===== config.mk =====
export PLATFORM = sky130hd
export DESIGN_NAME = ld_hazard_unit
export DESIGN_NICKNAME = d
export VERILOG_FILES = /design/src/rtl/ld_hazard_unit.sv
export SDC_FILE = /design/constraint.sdc
export NUM_CORES = 1
export LEC_CHECK = 0
export CORE_UTILIZATION = 30
export DETAILED_ROUTE_END_ITERATION = 8
export PLACE_DENSITY = 0.64
export SYNTH_ARGS = -nofsm -noshare
export SYNTH_HDL_FRONTEND = slang
export SYNTH_SLANG_ARGS = --single-unit

===== constraint.sdc =====
create_clock -name clk -period 6 [get_ports clk]
set_input_delay 1.2 -clock clk [delete_from_list [all_inputs] [get_ports clk]]
set_output_delay 1.2 -clock clk [all_outputs]
set_load 0.05 [all_outputs]

===== src/rtl/ld_hazard_unit.sv =====
// ld_hazard_unit
//
// Load-use and memory-wait hazard controller for the 5-stage pipeline. It sits
// beside the ID/EX/MEM pipeline registers and decides, each cycle, whether to
// stall the front end, bubble ID/EX, or freeze the whole pipe for a slow memory
// access. It also keeps debug-visible counters, a timeout flag and a small state
// register.
//
// Parameters
//   AW          register address width
//   LOAD_LAT    bubbles between a load and a dependent instruction (1..3)
//   CNT_W       width of each saturating stall counter
//   MEM_TIMEOUT consecutive memory-wait cycles that raise mem_timeout
//
// Ports
//   clk, rst                  rising-edge clock, synchronous active-high reset
//   id_valid                  ID holds a real instruction
//   id_rs, id_rt              ID source register fields
//   id_use_rs, id_use_rt      ID instruction really reads rs / rt
//   ex_valid, ex_mem_read     EX holds a valid load
//   ex_rt                     destination of the EX load
//   mem_req, mem_ready        MEM access in flight / completes this cycle
//   flush                     control redirect, ID instruction is wrong-path
//   pc_stall, if_id_stall     hold PC and IF/ID
//   id_ex_flush               bubble into ID/EX
//   ex_mem_stall              hold ID/EX and EX/MEM
//   mem_wb_flush              bubble into MEM/WB
//   state                     0 RUN, 1 LU_STALL, 2 MEM_WAIT (registered)
//   lu_stall_cnt              saturating count of load-use stall cycles
//   mem_stall_cnt             saturating count of memory-wait cycles
//   mem_timeout               sticky, set after MEM_TIMEOUT waiting cycles

module ld_hazard_unit #(
    parameter int unsigned AW          = 5,
    parameter int unsigned LOAD_LAT    = 1,
    parameter int unsigned CNT_W       = 16,
    parameter int unsigned MEM_TIMEOUT = 64
) (
    input  logic             clk,
    input  logic             rst,
    input  logic             id_valid,
    input  logic [AW-1:0]    id_rs,
    input  logic [AW-1:0]    id_rt,
    input  logic             id_use_rs,
    input  logic             id_use_rt,
    input  logic             ex_valid,
    input  logic             ex_mem_read,
    input  logic [AW-1:0]    ex_rt,
    input  logic             mem_req,
    input  logic             mem_ready,
    input  logic             flush,
    output logic             pc_stall,
    output logic             if_id_stall,
    output logic             id_ex_flush,
    output logic             ex_mem_stall,
    output logic             mem_wb_flush,
    output logic [1:0]       state,
    output logic [CNT_W-1:0] lu_stall_cnt,
    output logic [CNT_W-1:0] mem_stall_cnt,
    output logic             mem_timeout
);

    // The shadow pipe has LOAD_LAT-1 entries; one dummy entry is kept when
    // LOAD_LAT = 1 so the arrays stay legal, and it is tied invalid.
    localparam int unsigned PipeDepth = (LOAD_LAT > 1) ? LOAD_LAT - 1 : 1;
    localparam int unsigned TmoW      = $clog2(MEM_TIMEOUT + 1);
    localparam logic [TmoW-1:0] TmoLast = TmoW'(MEM_TIMEOUT - 1);

    typedef enum logic [1:0] {
        StRun     = 2'd0,
        StLuStall = 2'd1,
        StMemWait = 2'd2
    } state_e;

    logic                 memwait;
    logic                 ex_load;
    logic                 rs_hit;
    logic                 rt_hit;
    logic                 rs_match;
    logic                 rt_match;
    logic                 luhaz;

    logic [PipeDepth-1:0] pipe_vld_q;
    logic [AW-1:0]        pipe_dst_q [PipeDepth];

    state_e               state_q;
    state_e               state_d;
    logic [CNT_W-1:0]     lu_cnt_q;
    logic [CNT_W-1:0]     lu_cnt_d;
    logic [CNT_W-1:0]     mem_cnt_q;
    logic [CNT_W-1:0]     mem_cnt_d;
    logic [TmoW-1:0]      tmo_cnt_q;
    logic [TmoW-1:0]      tmo_cnt_d;
    logic                 tmo_q;
    logic                 tmo_d;

    assign memwait = mem_req & ~mem_ready;

    // A load in EX always advances (ID/EX bubbles only affect the slot behind
    // it), so the load entering the shadow pipe is just the EX load itself.
    assign ex_load = ex_valid & ex_mem_read;

    // ------------------------------------------------------------------------
    // Shadow pipe: remembers loads that have left EX but whose data is not yet
    // forwardable. It advances with the pipeline and freezes on memory wait so
    // that pending load-use bubbles are neither lost nor duplicated.
    // ------------------------------------------------------------------------
    if (LOAD_LAT > 1) begin : g_pipe
        logic [PipeDepth-1:0] pipe_vld_d;
        logic [AW-1:0]        pipe_dst_d [PipeDepth];

        always_comb begin
            pipe_vld_d = pipe_vld_q;
            pipe_dst_d = pipe_dst_q;
            if (!memwait) begin
                pipe_vld_d[0] = ex_load;
                pipe_dst_d[0] = ex_rt;
                for (int unsigned k = 1; k < PipeDepth; k++) begin
                    pipe_vld_d[k] = pipe_vld_q[k-1];
                    pipe_dst_d[k] = pipe_dst_q[k-1];
                end
            end
        end

        always_ff @(posedge clk) begin
            if (rst) begin
                pipe_vld_q <= '0;
            end else begin
                pipe_vld_q <= pipe_vld_d;
            end
            // Destinations are only meaningful under their valid bit.
            pipe_dst_q <= pipe_dst_d;
        end
    end else begin : g_no_pipe
        assign pipe_vld_q    = '0;
        assign pipe_dst_q[0] = '0;
    end

    // ------------------------------------------------------------------------
    // Source matching against every candidate destination
    // ------------------------------------------------------------------------
    always_comb begin
        rs_hit = ex_load && (ex_rt == id_rs);
        rt_hit = ex_load && (ex_rt == id_rt);
        for (int unsigned k = 0; k < PipeDepth; k++) begin
            if (pipe_vld_q[k] && (pipe_dst_q[k] == id_rs)) begin
                rs_hit = 1'b1;
            end
            if (pipe_vld_q[k] && (pipe_dst_q[k] == id_rt)) begin
                rt_hit = 1'b1;
            end
        end
    end

    // Register 0 is hard-wired, so it never carries a dependency.
    assign rs_match = id_valid & id_use_rs & (id_rs != '0) & rs_hit;
    assign rt_match = id_valid & id_use_rt & (id_rt != '0) & rt_hit;

    // A wrong-path instruction cannot be dependent, and a memory wait already
    // freezes everything.
    assign luhaz = (rs_match | rt_match) & ~flush & ~memwait;

    // ------------------------------------------------------------------------
    // Pipeline control outputs, priority memwait > flush > luhaz
    // ------------------------------------------------------------------------
    always_comb begin
        pc_stall     = 1'b0;
        if_id_stall  = 1'b0;
        id_ex_flush  = 1'b0;
        ex_mem_stall = 1'b0;
        mem_wb_flush = 1'b0;
        if (rst) begin
            // all controls idle while reset is asserted
        end else if (memwait) begin
            pc_stall     = 1'b1;
            if_id_stall  = 1'b1;
            ex_mem_stall = 1'b1;
            mem_wb_flush = 1'b1;
        end else if (flush) begin
            id_ex_flush  = 1'b1;
        end else if (luhaz) begin
            pc_stall     = 1'b1;
            if_id_stall  = 1'b1;
            id_ex_flush  = 1'b1;
        end
    end

    // ------------------------------------------------------------------------
    // Debug state register: records this cycle's decision
    // ------------------------------------------------------------------------
    always_comb begin
        state_d = StRun;
        if (memwait) begin
            state_d = StMemWait;
        end else if (luhaz) begin
            state_d = StLuStall;
        end
    end

    always_ff @(posedge clk) begin
        if (rst) begin
            state_q <= StRun;
        end else begin
            state_q <= state_d;
        end
    end

    assign state = state_q;

    // ------------------------------------------------------------------------
    // Saturating stall counters
    // ------------------------------------------------------------------------
    always_comb begin
        lu_cnt_d  = lu_cnt_q;
        mem_cnt_d = mem_cnt_q;
        if (luhaz && (lu_cnt_q != '1)) begin
            lu_cnt_d = lu_cnt_q + CNT_W'(1);
        end
        if (memwait && (mem_cnt_q != '1)) begin
            mem_cnt_d = mem_cnt_q + CNT_W'(1);
        end
    end

    always_ff @(posedge clk) begin
        if (rst) begin
            lu_cnt_q  <= '0;
            mem_cnt_q <= '0;
        end else begin
            lu_cnt_q  <= lu_cnt_d;
            mem_cnt_q <= mem_cnt_d;
        end
    end

    assign lu_stall_cnt  = lu_cnt_q;
    assign mem_stall_cnt = mem_cnt_q;

    // ------------------------------------------------------------------------
    // Memory timeout: counts consecutive wait cycles; the flag fires on the
    // MEM_TIMEOUT-th waiting cycle and stays until reset. The run counter
    // holds at its last value so it cannot wrap during a very long wait.
    // ------------------------------------------------------------------------
    always_comb begin
        tmo_cnt_d = '0;
        if (memwait) begin
            tmo_cnt_d = (tmo_cnt_q == TmoLast) ? tmo_cnt_q : tmo_cnt_q + TmoW'(1);
        end
        tmo_d = tmo_q | (memwait & (tmo_cnt_q == TmoLast));
    end

    always_ff @(posedge clk) begin
        if (rst) begin
            tmo_cnt_q <= '0;
            tmo_q     <= 1'b0;
        end else begin
            tmo_cnt_q <= tmo_cnt_d;
            tmo_q     <= tmo_d;
        end
    end

    assign mem_timeout = tmo_q;

endmodule

==> results.cfg <==
[global_routing]
grt_antenna_before_repair = 0
most_crowded_layer_gr = met2
use_met2 = 0.2518
global_route.overflow_total = 0
pin_count_of_the_biggest_net_entering_global_routing = 43
groute.layer.met3.usage = 0.03524
globalRouteMet1Util = 0.1804
gr_util_all_layers = 0.1477
via_count_of_the_first_global_routing_pass = 1942
global_route_wire_length_before_repair_um = 8811

[status]
status = completed

[floorplanning]
placeableCoreArea_um2 = 6832
chipHeight_um = 86.20
die_width_um = 86.20
fp.dieArea_um2 = 7430
initial_core_util = 0.3114
floorplan.rows = 30
io-pin-count = 65

[detailed_routing]
drt_pass1_iterations = 4
route.detailed.vias_per_inst = 4.983
drc = 0
route.final.wire_length_um = 5275
drt-wirelength-per-cell_um = 12.65
detailroute.via_count = 2078
antenna_violating_nets_post_route = 0
drt_iter0_drc = 101

[timing]
min_period_over_period = 0.8109
timing_max_transition_violations_final = 0
finalHoldViolations = 0
min_period_ns = 4.866
worst_clock_skew_ns = 0.002333
maxSlewHeadroom = 0.4029
report.final.setup_viol = 0
grt_setup_unrepaired = false
timing.setup.tns_ns = 0
tightestPinTransition_ns = 0.8918
highest_clock_rate_mhz = 205.5
final.setup.worst_slack_ns = 1.135

[worst_hold_path]
hold_removal_path_class = register to register

[final_layout]
final_nets = 348
antenna_diode_instance_count = 0
layout_commonest_cell = sky130_fd_sc_hd__clkdlybuf4s50_1
fill_cells = 711
layout_common_cells = sky130_fd_sc_hd__clkdlybuf4s50_1, sky130_fd_sc_hd__dfxtp_1, sky130_fd_sc_hd__nor2_1, sky130_fd_sc_hd__nand2_1, sky130_fd_sc_hd__nand3_1
post_route_cells_drive_above_1_share = 0.06854
syn_to_final_growth_pct = 39.12

[clocking]
clkSinkCount = 42
clockBufferDepth = 2
clk_pin_slew_worst_paths_ns = 0.08
root_buffer = sky130_fd_sc_hd__clkbuf_8
cts_resized = 0
clk-insertion-delay-late_ns = 0.29
numCtsBuffers = 5
cts_hold_repair.buffers = 0
post_cts.repair.setup_buffers = 0
cts.htree.levels = 2
cts_tree = yes

[place]
dpl.hpwl_um = 3965
placement.io_buffers = 64
pre_cts_ws_ns = 1.141
routabilityCongestion = 0.7577

[synthesis]
async_flop_share = 0
netlist_instances = 254
ys_seq_area_frac = 0.3953
ys_top_cells_by_area = sky130_fd_sc_hd__dfxtp_1, sky130_fd_sc_hd__nor2_1, sky130_fd_sc_hd__xor2_1
synth.lib_cells_used.distinct = 41
syn_area_um2 = 2127
synth_nets = 282
synth_edf_count = 0
yosys_warnings = 0
post-synth-top-area-cell = sky130_fd_sc_hd__dfxtp_1
postSynth.topFlopCell = sky130_fd_sc_hd__dfxtp_1
netlist.area_leader.share = 0.3953
synth-seq-cells = 42
syn_area_per_cell_um2 = 8.374

[setup_path]
critical_path_type = primary input to primary output
critical_path.startpoint_type = primary input
data_required_time_of_the_worst_path_ns = 4.80
path_max_fanout = 4
timing.critical_path.to_type = primary output
crit_arrival_ns = 3.67
rrSetupSlack_ns = 3.81

[pwr]
power.density_cell_area_nw_per_um2 = 178.3
total_leakage_power_nw = 0.9982
power.ir.vdd_worst_mv = 0.07925

[job]
max-cap-violations = 0
==> stage by stage <==
stage | hold slack [ns] | instance area (um^2) | cells | power [mW] | util
after detailed placement | 0.4686 | 2864 | 409 | 0.3440 | 0.4192
final | 0.4721 | 2959 | 417 | 0.5276 | 0.4332
after global placement | 0.4608 | 2864 | 409 | 0.3437 | 0.4192
after CTS | 0.4791 | 2959 | 417 | 0.5361 | 0.4332
after floorplan | 0.4494 | 2127 | 254 | 0.3158 | -
after global routing | 0.5108 | 2959 | 417 | 0.5512 | 0.4332
==> synth_stat cells, drive strengths merged, types with 5 or more instances <==
cell / number
a21oi: 15
buf: 5
dfxtp: 42
inv: 6
mux2: 5
nand2: 18
nand3: 17
nand4: 8
nor2: 35
nor2b: 7
nor3: 9
o21ai: 11
or3: 8
xnor2: 11
xor2: 12
==> cells by family (layout without fill, tap and decap cells) <==
logic type / after synthesis / in the layout / share of synthesized area
simple gates: 121 / 121 / 0.2888
compound gates: 43 / 43 / 0.1306
flops: 42 / 42 / 0.3953
xor+xnor: 23 / 23 / 0.09470
buf+inv: 14 / 81 / 0.03235
mux: 8 / 8 / 0.04059
fa+ha+maj: 3 / 3 / 0.01765
==> critical path, cell delays in order <==
cell                              delay, ns
sky130_fd_sc_hd__clkdlybuf4s50_1       0.52
sky130_fd_sc_hd__xnor2_1               0.13
sky130_fd_sc_hd__nand3_1               0.11
sky130_fd_sc_hd__a211oi_2              0.31
sky130_fd_sc_hd__or2_2                 0.20
sky130_fd_sc_hd__a41oi_1               0.11
sky130_fd_sc_hd__nor3_1                0.22
sky130_fd_sc_hd__clkdlybuf4s50_1       0.86
==> cell type report <==
cell class / instances / area (um^2) / share of cell area
well taps: 96 / 120.1 / 0.04059
multi-input cells: 198 / 1217 / 0.4114
flip-flops and latches: 42 / 840.8 / 0.2841
repair buffers: 67 / 663.1 / 0.2241
inverters: 6 / 22.52 / 0.007611
clock buffers: 6 / 82.58 / 0.02791
clock inverters: 2 / 12.51 / 0.004228
==> sequential cells by signal (all words and copies together) (netlist names) <==
| register | flops |
|---|---|
| mem_timeout | 1 |
| mem_stall_cnt | 16 |
| state | 2 |
| tmo_cnt_q | 7 |
| lu_stall_cnt | 16 |
==> power by group <==
group / switching [mW] / total, mW / internal [mW]
combinational: 0.0291 / 0.0560 / 0.0269
sequential: 0.00151 / 0.281 / 0.280
clock: 0.0976 / 0.190 / 0.0925
total: 0.128 / 0.528 / 0.399
==> final timing paths <==
kind | start | endpoint | cells past startpoint
worst min register to register | tmo_cnt_q[1] | tmo_cnt_q[1] | 2
worst max register to register | mem_stall_cnt[0] | mem_stall_cnt[14] | 7
worst max-delay path | ex_rt[1] | id_ex_flush | 8
worst min-delay path | tmo_cnt_q[1] | tmo_cnt_q[1] | 2
==> layer usage <==
layer | up-vias | routed length [um]
li1 | 1045 | -
met1 | 965 | 2385
met2 | 59 | 2520
met3 | 9 | 277
met4 | 0 | 91
met5 | - | 0
No activity file was read; power rests on OpenSTA's default activity.
